**src/rtl/alu_op_sequencer_pkg.sv**
```systemverilog
// Shared definitions for the ALU operation sequencer: function and error codes,
// FSM state encoding, default widths and the divide-by-zero detection helper.
package alu_op_sequencer_pkg;

    localparam int DATA_W_DEF  = 16;
    localparam int TIMEOUT_DEF = 8;

    localparam logic [1:0] FUN_ADD = 2'b00;
    localparam logic [1:0] FUN_SUB = 2'b01;
    localparam logic [1:0] FUN_MUL = 2'b10;
    localparam logic [1:0] FUN_DIV = 2'b11;

    localparam logic [1:0] ERR_OK      = 2'b00;
    localparam logic [1:0] ERR_DIV0    = 2'b01;
    localparam logic [1:0] ERR_TIMEOUT = 2'b10;

    typedef enum logic [1:0] {
        ST_IDLE  = 2'b00,
        ST_ISSUE = 2'b01,
        ST_WAIT  = 2'b10,
        ST_RESP  = 2'b11
    } seq_state_e;

    function automatic logic is_div_zero(input logic [1:0] fun, input logic b_is_zero);
        return (fun == FUN_DIV) && b_is_zero;
    endfunction

endpackage

```
**src/rtl/alu_op_sequencer_wait_timer.sv**
```systemverilog
// Clear/enable wait counter; expired_o flags the last permitted wait cycle (TIMEOUT-1).
module alu_op_sequencer_wait_timer #(
    parameter int TIMEOUT = 8
) (
    input  logic clk,
    input  logic rst_n,
    input  logic clr_i,
    input  logic en_i,
    output logic expired_o
);

    localparam int CNT_W = $clog2(TIMEOUT);
    localparam logic [CNT_W-1:0] LAST = CNT_W'(TIMEOUT - 1);

    logic [CNT_W-1:0] cnt_q;
    logic [CNT_W-1:0] cnt_d;

    assign expired_o = (cnt_q == LAST);

    // Next count: clear wins, then saturating increment while enabled.
    always_comb begin
        cnt_d = cnt_q;
        if (clr_i) begin
            cnt_d = {CNT_W{1'b0}};
        end else if (en_i && !expired_o) begin
            cnt_d = cnt_q + CNT_W'(1);
        end else begin
            cnt_d = cnt_q;
        end
    end

    // Counter register.
    always_ff @(posedge clk or negedge rst_n) begin
        if (!rst_n) begin
            cnt_q <= {CNT_W{1'b0}};
        end else begin
            cnt_q <= cnt_d;
        end
    end

endmodule

```
**src/rtl/alu_op_sequencer.sv**
```systemverilog
// Command-side initiator for the signed arithmetic unit: accepts one command, pulses the
// unit enable, waits for the result flag (with timeout) and returns the result on a response port.
module alu_op_sequencer
    import alu_op_sequencer_pkg::*;
#(
    parameter int          DATA_W        = DATA_W_DEF,
    parameter int          TIMEOUT       = TIMEOUT_DEF,
    parameter logic [15:0] OPS_RESET_VAL = 16'h0000
) (
    input  logic              clk,
    input  logic              rst,
    input  logic              cmd_valid,
    output logic              cmd_ready,
    input  logic [1:0]        cmd_fun,
    input  logic [DATA_W-1:0] cmd_a,
    input  logic [DATA_W-1:0] cmd_b,
    output logic              arith_enable,
    output logic [1:0]        alu_fun,
    output logic [DATA_W-1:0] op_a,
    output logic [DATA_W-1:0] op_b,
    input  logic [DATA_W-1:0] arith_out,
    input  logic              arith_flag,
    output logic              rsp_valid,
    input  logic              rsp_ready,
    output logic [DATA_W-1:0] rsp_data,
    output logic [1:0]        rsp_err,
    output logic [15:0]       ops_done
);

    seq_state_e        state_q;
    seq_state_e        state_d;
    logic              cmd_ready_q;
    logic              arith_enable_q;
    logic              rsp_valid_q;
    logic              div0_q;
    logic [1:0]        alu_fun_q;
    logic [DATA_W-1:0] op_a_q;
    logic [DATA_W-1:0] op_b_q;
    logic [DATA_W-1:0] rsp_data_q;
    logic [1:0]        rsp_err_q;
    logic [15:0]       ops_done_q;

    logic accept_s;
    logic rsp_fire_s;
    logic wait_s;
    logic expired_s;

    assign accept_s   = cmd_valid && cmd_ready_q && (state_q == ST_IDLE);
    assign rsp_fire_s = rsp_valid_q && rsp_ready;
    assign wait_s     = (state_q == ST_WAIT);

    // The counter sits at zero outside WAIT, so every WAIT entry starts a fresh timeout window.
    alu_op_sequencer_wait_timer #(
        .TIMEOUT (TIMEOUT)
    ) u_wait_timer (
        .clk       (clk),
        .rst_n     (rst),
        .clr_i     (!wait_s),
        .en_i      (wait_s && !arith_flag),
        .expired_o (expired_s)
    );

    // Next-state decode.
    always_comb begin
        state_d = state_q;
        case (state_q)
            ST_IDLE: begin
                if (accept_s) state_d = ST_ISSUE;
                else          state_d = ST_IDLE;
            end
            ST_ISSUE: state_d = ST_WAIT;
            ST_WAIT: begin
                if (arith_flag || expired_s) state_d = ST_RESP;
                else                         state_d = ST_WAIT;
            end
            ST_RESP: begin
                if (rsp_fire_s) state_d = ST_IDLE;
                else            state_d = ST_RESP;
            end
            default: state_d = ST_IDLE;
        endcase
    end

    // State, registered handshake outputs, operand and response capture, completion count.
    always_ff @(posedge clk or negedge rst) begin
        if (!rst) begin
            state_q        <= ST_IDLE;
            cmd_ready_q    <= 1'b0;
            arith_enable_q <= 1'b0;
            rsp_valid_q    <= 1'b0;
            div0_q         <= 1'b0;
            alu_fun_q      <= 2'b00;
            op_a_q         <= {DATA_W{1'b0}};
            op_b_q         <= {DATA_W{1'b0}};
            rsp_data_q     <= {DATA_W{1'b0}};
            rsp_err_q      <= ERR_OK;
            ops_done_q     <= OPS_RESET_VAL;
        end else begin
            state_q        <= state_d;
            cmd_ready_q    <= (state_d == ST_IDLE);
            arith_enable_q <= (state_d == ST_ISSUE);
            rsp_valid_q    <= (state_d == ST_RESP);
            if (accept_s) begin
                alu_fun_q <= cmd_fun;
                op_a_q    <= cmd_a;
                op_b_q    <= cmd_b;
                div0_q    <= is_div_zero(cmd_fun, cmd_b == {DATA_W{1'b0}});
            end
            // A flag arriving on the expiry cycle still counts as a normal completion.
            if (wait_s && arith_flag) begin
                rsp_data_q <= arith_out;
                rsp_err_q  <= div0_q ? ERR_DIV0 : ERR_OK;
            end else if (wait_s && expired_s) begin
                rsp_data_q <= {DATA_W{1'b0}};
                rsp_err_q  <= ERR_TIMEOUT;
            end
            if (rsp_fire_s) begin
                ops_done_q <= ops_done_q + 16'd1;
            end
        end
    end

    assign cmd_ready    = cmd_ready_q;
    assign arith_enable = arith_enable_q;
    assign alu_fun      = alu_fun_q;
    assign op_a         = op_a_q;
    assign op_b         = op_b_q;
    assign rsp_valid    = rsp_valid_q;
    assign rsp_data     = rsp_data_q;
    assign rsp_err      = rsp_err_q;
    assign ops_done     = ops_done_q;

endmodule
```
**config.mk**
```make
export PLATFORM = sky130hd
export DESIGN_NAME = alu_op_sequencer
export DESIGN_NICKNAME = d
export VERILOG_FILES = /design/src/rtl/alu_op_sequencer_pkg.sv /design/src/rtl/alu_op_sequencer_wait_timer.sv /design/src/rtl/alu_op_sequencer.sv
export SDC_FILE = /design/constraint.sdc
export NUM_CORES = 1
export LEC_CHECK = 0
export BUFFER_PORTS_ARGS = -buffer_cell sky130_fd_sc_hd__buf_4
export CORE_ASPECT_RATIO = 1.1
export CORE_MARGIN = 4
export CORE_UTILIZATION = 48
export DETAILED_ROUTE_END_ITERATION = 10
export MAX_ROUTING_LAYER = met4
export PLACE_DENSITY = 0.79
export SLEW_MARGIN = 20
export SYNTH_ARGS = -nofsm -noshare
export SYNTH_HDL_FRONTEND = slang
export SYNTH_HIERARCHICAL = 1
export SYNTH_SLANG_ARGS = --single-unit
```
**constraint.sdc**
```tcl
create_clock -name clk -period 2 [get_ports clk]
set_input_delay 0.5 -clock clk [delete_from_list [all_inputs] [get_ports clk]]
set_output_delay 0.5 -clock clk [all_outputs]
set_load 0.03 [all_outputs]
```
### After elaboration in Yosys (flattened, before gate mapping)

Index checks and enable logic that the tools add are counted.

* register bits: 77
* latch bits: 0
* memory bits (writable): 0
* bits in read-only memories: 0
* output and inout bits: 71
* memories: 0

* add/subtract/negate cells: 2
* multiply operators: 0
* div/mod/pow operators: 0
* order comparisons: 0
* eq/ne operators: 8
* shift-type cells: 0
* muxes and demuxes: 11
* bitwise logic cells: 0
* reduce and logical (&&, ||, !) cells: 15

Operator list (number)
* $mux 16: 2
* $add 16x1->16 const B: 1
* $logic_not 16->1: 1
* $eq 2x2->1 const B: 4
* $logic_and 1x1->1: 8
* $pmux 2 s4: 1
* $mux 2: 3
* $mux 3: 2
* $eq 2x1->1 const B: 2
* $logic_not 2->1: 2
* $add 3x1->3 const B: 1
* $eq 3x3->1 const B: 1
* $mux 1: 3
* $logic_not 1->1: 2
* $ne 2x1->1 const B: 1
* $reduce_bool 2->1: 1
* $logic_or 1x1->1: 1

### Depth between registers and ports, before layout

Gate-level depths: netlist (run 1).

* word-level depth: 5
* gate-level depth with buffers: 6
* gate-level depth less buffers: 5

### Hierarchy

The synthesis (run 1) kept the hierarchy.

By module, submodules not included
* alu_op_sequencer: times used 1, cells each 198, area an instance 2949.1 um2
* alu_op_sequencer_wait_timer: times used 1, cells each 15, area an instance 183.9 um2

### Least setup slack after synthesis (run 1)

No wires, ideal clock.

* path type: flip-flop to flip-flop
* start point: register ops_done_q[0], in the netlist ops_done[0]
* end point: register ops_done_q[8], in the netlist ops_done[8]
* library setup time: 0.081 ns
* arrival: 1.419 ns
* data required time: 1.919 ns
* setup slack: 0.500 ns
* cell stages (with the launch flop): 6
* buffers on the path: 0
* clock period less this slack: 1.500 ns
* cell sequence: dfrtp_1 -> ha_1 -> nand4_1 -> nor2_1 -> and4_1 -> xor2_1

* word-level cells in the longest chain between the ends: 1

RTL lines
* from (decl): RTL line alu_op_sequencer.sv:41 `logic [15:0] ops_done_q;`
* from (signal assigned): RTL line alu_op_sequencer.sv:118 `ops_done_q <= ops_done_q + 16'd1;`
* $add 16x1->16: RTL line alu_op_sequencer.sv:118

Every way passes these cells.
A chain may end at the register's enable or synchronous reset.

### Worst setup path in the final report (run 1)

* start point: register state_q[1]
* end point: register u_wait_timer.cnt_q[0]

* word-level cells in the longest chain between the ends: 4
* elaborated cells between the ends (all ways): 5

RTL lines
* from (decl): RTL line alu_op_sequencer.sv:30 `seq_state_e state_q;`
* from (signal assigned): RTL line alu_op_sequencer.sv:99 `state_q <= state_d;`
* $eq 2x2->1 *: RTL line alu_op_sequencer.sv:50 `assign wait_s = (state_q == ST_WAIT);`
* $logic_and 1x1->1: RTL line alu_op_sequencer.sv:59 `.en_i (wait_s && !arith_flag),`
* $logic_and 1x1->1: RTL line alu_op_sequencer_wait_timer.sv:25 `end else if (en_i && !expired_o) begin`
* $ne 2x1->1 (no line)
* to (signal assigned): RTL line alu_op_sequencer_wait_timer.sv:35 `cnt_q <= {CNT_W{1'b0}};`
* to (signal assigned): RTL line alu_op_sequencer_wait_timer.sv:37 `cnt_q <= cnt_d;`
* to (decl): RTL line alu_op_sequencer_wait_timer.sv:15 `logic [CNT_W-1:0] cnt_q;`

Every way passes the cells marked *; elsewhere a longest branch is shown, timed or not.

==> results of run 1 <==
layout make-up:
class                      count  area (um^2)  area share (%)
timing repair buffer         129          993            22.8
inverter                       3         11.3           0.258
clock buffer                  10          128            2.92
clock inverter                 6         87.6            2.01
sequential                    77         1930            44.1
tap                           80          100            2.29
multi-input combinational    126         1120            25.6
report_power, final:
group	internal, W	switching [W]	total (W)
Sequential	0.00216	0.000413	0.00257
Clock	0.000704	0.000558	0.00126
Combinational	0.00137	0.00183	0.00320
Total	0.00423	0.00280	0.00703
cell families (layout without fill, tap and decap cells):
group                      after synthesis  count (layout)  share of synthesized area [%]
DFF                                     77              77                           61.5
and+or+nand+nor                         48              48                           10.2
muxes                                   36              36                           13.7
AOI/OAI and AO/OA                       24              24                           6.47
xor gates and xnor gates                15              15                           4.19
buffers and inverters                   10             148                           2.76
adders and majority gates                3               3                           1.20
flip-flops by register name, indices dropped and copies added, names as in the netlist:
signal / flops
op_b: 16
rsp_data: 16
op_a: 16
cmd_ready: 1
rsp_err: 2
rsp_valid: 1
arith_enable: 1
alu_fun: 2
u_wait_timer/cnt_q: 3
state_q: 2
ops_done: 16
div0_q: 1
metal layers:
layer / track usage, % / wire length, um / vias up
met5: - / 0 / -
met4: 6.86 / 129 / 0
met3: 6.85 / 635 / 11
met2: 28.8 / 3420 / 101
met1: 23.8 / 2950 / 1094
li1: - / - / 1031
how the worst max path moves through the flow:
stage,endpoint,slack (ps),cells after the start
global route,u_wait_timer/cnt_q[0]$_DFFE_PN0P_,250,5
CTS,u_wait_timer/cnt_q[0]$_DFFE_PN0P_,360,5
detailed placement,u_wait_timer/cnt_q[0]$_DFFE_PN0P_,390,5
floorplan,ops_done[8]$_DFFE_PN0P_,500,5
global placement,u_wait_timer/cnt_q[0]$_DFFE_PN0P_,440,5
finish,u_wait_timer/cnt_q[0]$_DFFE_PN0P_,360,5
per-stage QoR:
stage / total power, W / instance area (um^2) / worst slack, ps / utilization, %
detailed placement: 0.00581 / 4150 / 389 / 66.2
global placement: 0.00574 / 4150 / 435 / 66.2
floorplan: 0.00455 / 3130 / 500 / -
CTS: 0.00711 / 4370 / 357 / 69.7
global route: 0.00741 / 4370 / 245 / 69.7
finish: 0.00703 / 4370 / 363 / 69.7
layout by cell type (no fill, tap or decap), types with 2 or more instances in the layout:
master,netlist,final
buf_4,2,127
dfrtp_1,77,77
mux2_2,30,30
a22o_1,17,17
xnor2_1,9,9
clkbuf_8,0,9
nand3_1,8,8
nor2_1,7,7
nand2_1,6,6
mux2_4,6,6
xor2_1,6,6
nor4_1,5,5
nand4_1,4,4
inv_1,3,3
nand2b_1,3,3
ha_1,3,3
nor2b_4,2,2
and4_1,2,2
clkinv_2,0,2
bufinv_16,0,2
clkinv_4,0,2
buf_12,0,2
nand4bb_1,2,2
o21ai_1,2,2
==> results by group, run 1 <==
Finish
  • Ant diodes: 0
  • Fillers: about 480
  • Fin cells: around 430
  • Layout area overhead: 39.4%
  • Layout Nets: between 400 and 500
  • Share of cells above drive strength 1: 53.6%

Synth
  • Fraction of synthesized cell area taken by the top area cell type: 61.5%
  • Cell Area, Synth: 3130 um^2
  • Synth unique cells: 35
  • Post-synth EDFFs: 0
  • Cell count after synthesis: between 200 and 250
  • Seq cells post-synth: 77
  • Syn Area/Cell: between 10 and 15 um^2
  • Synth Warn #: 6
  • Top FF cell, synth: dfrtp_1
  • Seq/Total Area, Yosys: 61.5%
  • Synth async-reset ratio: between 90% and 100%
  • Top-count cell post-synth: dfrtp_1
  • Synth area leader: dfrtp_1
  • Most common library cells after synthesis: 77 x dfrtp_1, 30 x mux2_2, 17 x a22o_1
  • Area contributors post-synth: dfrtp_1 62%, mux2_2 11%, a22o_1 4.8%
  • Net Count, Synth: between 200 and 300

Worst setup path
  • CP Class: reg2reg
  • Top Family by Delay on Critical Path: simple AND/OR/NAND/NOR gates
  • Reg2reg path depth: 5
  • CP bufs+invs: 1
  • Reg2reg end: u_wait_timer/cnt_q[0]$_DFFE_PN0P_
  • Type of origin of the critical path: flip-flop
  • Crit. Startpoint: state_q[1]$_DFF_PN0_
  • Slowest CP cell: dfrtp_1
  • Reg2Reg Setup Slack: 360 ps
  • Critical Path Sink Type: flip-flop
  • Worst Path Max Fanout: 7
  • Worst r2r src: state_q[1]$_DFF_PN0_
  • Critical-path cell list: nor2b_4 > inv_1 > nor2_1 > nor2b_4 > mux2_4
  • Worst Path Required: around 2200 ps
  • Slowest cell delay on critical path: 450 ps
  • Worst path arrival time: ~1900 ps
  • Most used cell, CP: nor2b_4

Global route
  • Vias in the first global route: between 2000 and 2500
  • Largest net degree at the start of global routing: 40
  • First-pass GRT wire length: ~11000 um
  • Antenna violations before repair: 0
  • GR Util All Layers: between 10% and 20%
  • Aggregate global routing overflow: 0

Die
  • Row Count: 30
  • Initial core utilization: between 40% and 50%
  • # IOs: roughly 130
  • Die W: 85.0 um
  • Die Y: about 90 um
  • Die area: about 7900 um^2
  • Core area: 6270 um^2

Flow run
  • Maxcap violations: 0

Status
  • Outcome: complete, no violations

Placed design
  • I/O Buffers: 125
  • GP Congestion: approximately 0.74
  • DP HPWL: ~5200 um
  • Placed insts: a little over 400

Drt
  • Routed Antenna Nets: 0
  • DR WL/cell: 16.5 um
  • DR vias: 2237
  • Pre-antenna DRT Iters: 4
  • Routed vias/inst: roughly 5.2
  • DR DRC count: 0
  • Iter 0 DRT Violations: 36
  • Final WL: between 7000 and 8000 um

Timing
  • Fin. Hold Viols: 0
  • Fmax: around 610 MHz
  • RSZ-0062 raised after global routing: no
  • Final Max Tran Viols: 0
  • Worst hold slack: between 100 and 150 ps
  • Slew Limit Headroom: between 60% and 70%
  • Setup TNS Final: 0 ps
  • Period utilization: 81.9%
  • Fin crit period: 1640 ps
  • # setup viols final: 0
  • Worst-Margin Slew: 471 ps
  • Fin Clk Skew: a little under 10 ps

Clocking
  • Post-CTS Setup Inserts: 0
  • Clk root buf: clkbuf_8
  • Clk_lat worst skew: 340 ps
  • CTS tree: done
  • CTS buffer count: 9
  • CTS Buffer Depth: 2
  • CTS H-Tree Depth: 3
  • Resized Gates After CTS: 0
  • Clk sink count: 77
  • CTS clk-pin slew, worst paths: about 80 ps
  • CTS Hold Bufs: 0

Min path
  • Hold crit path type: in2async

Pwr
  • Worst vdd ir: roughly 1100 uV
  • Pwr Density: about 1600 nW/um^2
  • Pleak: around 2.2 nW
Power figures use the tool's default switching activity.
==> run 2: changes to the inputs <==
- clock period: 2 -> 1.54 ns (I/O delays scaled with it)
==> results by group, run 2 (synthesis results as in run 1) <==
Die
  • Core area: 6270 um^2 (unchanged)
  • Die Y: 92.7 um (unchanged)
  • # IOs: 126 (unchanged)
  • Die area: 7890 um^2 (unchanged)
  • Row Count: 30 (unchanged)
  • Die W: 85.0 um (unchanged)
  • Initial core utilization: 50.0% (unchanged)

Timing
  • Fin. Hold Viols: 0 (unchanged)
  • Final Max Tran Viols: 0 (unchanged)
  • Worst-Margin Slew: 348 ps (-123 ps)
  • # setup viols final: 0 (unchanged)
  • Worst hold slack: 262 ps (+139 ps)
  • Final WS setup: 64.5 ps (-298 ps)
  • RSZ-0062 raised after global routing: yes
  • Slew Limit Headroom: 76.6% (+8.0 points)
  • Fin Clk Skew: 9.68 ps (-0.103 ps)
  • Period utilization: 95.8% (+14 points)
  • Fmax: 678 MHz (+11%)
  • Fin crit period: 1480 ps (-162 ps)

Global route
  • GR Util All Layers: 19.3% (+0.20 points)
  • First-pass GRT wire length: 11700 um (+2.8%)
  • Aggregate global routing overflow: 0 (unchanged)
  • Vias in the first global route: 2435 (+3.2%)
  • Antenna violations before repair: 0 (unchanged)
  • Largest net degree at the start of global routing: 40 (unchanged)

Clocking
  • Clk root buf: clkbuf_8
  • CTS tree: done
  • Clk sink count: 77 (unchanged)
  • CTS buffer count: 9 (unchanged)
  • Clk_lat worst skew: 340 ps (about the same)
  • CTS Buffer Depth: 2 (unchanged)
  • CTS clk-pin slew, worst paths: 80 ps (about the same)
  • CTS H-Tree Depth: 3 (unchanged)

Pwr
  • Pleak: 2.18 nW (+0.37%)
  • Pwr Density: 2030 nW/um^2 (+26%)
  • Total power: 0.00894 W (+27%)
  • Worst vdd ir: 1320 uV (+26%)

Worst setup path
  • Most used cell, CP: nor2b_4
  • Critical Path Sink Type: flip-flop
  • Reg2reg end: u_wait_timer/cnt_q[0]$_DFFE_PN0P_
  • CP Class: reg2reg
  • Worst r2r src: state_q[0]$_DFF_PN0_
  • Slowest CP cell: dfrtp_2
  • CP Capture Point: u_wait_timer/cnt_q[0]$_DFFE_PN0P_
  • Reg2reg path depth: 5 (unchanged)
  • Crit. Startpoint: state_q[0]$_DFF_PN0_
  • Reg2Reg Setup Slack: 60 ps (-300 ps)
  • Worst Path Max Fanout: 6 (-1)
  • Worst path arrival time: 1690 ps (-160 ps)
  • Type of origin of the critical path: flip-flop
  • Slowest cell delay on critical path: 480 ps (+30 ps)
  • Critical-path cell list: nor2b_4 > inv_1 > nor2_1 > nor2b_4 > mux2_4
  • Worst Path Required: 1750 ps (-470 ps)

Placed design
  • I/O Buffers: 125 (unchanged)
  • Pre-CTS WS: 6.36 ps (-383 ps)
  • DP HPWL: 5270 um (+0.79%)
  • GP Congestion: 0.748 (+0.69%)

Finish
  • Most frequent cells in the layout: 129 x buf_4, 75 x dfrtp_1, 30 x mux2_2
  • Layout Nets: 409 (+1.2%)
  • Most common cell after layout, fill and taps aside: buf_4
  • Ant diodes: 0 (unchanged)
  • Util after Layout: 70.2% (+0.54 points)
  • Share of cells above drive strength 1: 55.3% (+1.8 points)
  • Layout area overhead: 40.5%

Flow run
  • Maxcap violations: 0 (unchanged)

Drt
  • Iter 0 DRT Violations: 75 (+110%)
  • Final WL: 7080 um (-0.80%)
  • DR DRC count: 0 (unchanged)
  • DR vias: 2254 (+0.76%)
  • DR WL/cell: 16.2 um (-1.9%)
  • Routed Antenna Nets: 0 (unchanged)
  • Pre-antenna DRT Iters: 4 (unchanged)
  • Routed vias/inst: 5.17 (-0.40%)

Min path
  • Min-Delay Path Depth: 2
  • Hold crit path type: in2reg

Status
  • Outcome: complete, no violations
==> run 2: worst min-delay path by stage <==
stage / start / endpoint / slack (ps)
final: arith_out[15] / rsp_data[15]$_DFFE_PN0P_ / 260
after global routing: arith_out[10] / rsp_data[10]$_DFFE_PN0P_ / 240
after CTS: arith_out[15] / rsp_data[15]$_DFFE_PN0P_ / 240
after detailed placement: rst / ops_done[3]$_DFFE_PN0P_ / 320
after global placement: rst / ops_done[3]$_DFFE_PN0P_ / 320
after floorplan: rst / alu_fun[0]$_DFFE_PN0P_ / 90
==> run 2: power breakdown <==
| part | switching (W) | leakage [nW] | internal (W) |
|---|---|---|---|
| logic | 0.00241 | 1.12 | 0.00185 |
| clock network | 0.000737 | 0.0880 | 0.000623 |
| registers | 0.000515 | 0.970 | 0.00281 |
| total | 0.00366 | 2.18 | 0.00528 |
==> run 2: routing by layer <==
metal	share of wire, %	vias up	wire [um]	GRT usage (%)
met1	42	1094	2980	24.3
met2	48	100	3370	29.1
met3	8.3	12	590	5.52
li1	-	1048	-	-
met4	1.9	0	132	8.31
met5	0	-	0	-
==> run 2: cell type report <==
class                           instances  area (um^2)
Clock buffer                           10          138
Clock inverter                          6         38.8
Fill cell                             472         1870
Inverter                                3         11.3
Multi-Input combinational cell        126         1120
Sequential cell                        77         1930
Tap cell                               80          100
Timing Repair Buffer                  134         1060
==> run 2: stage by stage <==
stage	std cells	TNS (ps)	cell area [um^2]
after floorplan	213	0	3130
after global placement	419	0	4210
after detailed placement	419	0	4210
after CTS	436	0	4390
after global routing	436	-44.3	4400
final	436	0	4400
==> run 2: critical path, delay by kind of cell, from the launching register on <==
kind                   cells  cell delay [ps]
buffers and inverters      1               70
AND/OR/NAND/NOR            3              490
flip-flops                 1              480
multiplexers               1              310
==> run 2: timing repair <==
item / in CTS / in global routing
buffers inserted: 0 / 0
endpoints found under the setup margin: 0 / 3
hold buffers: 1 / 0
gates resized for setup: 0 / 4
hold endpoints to repair: 23 / 0
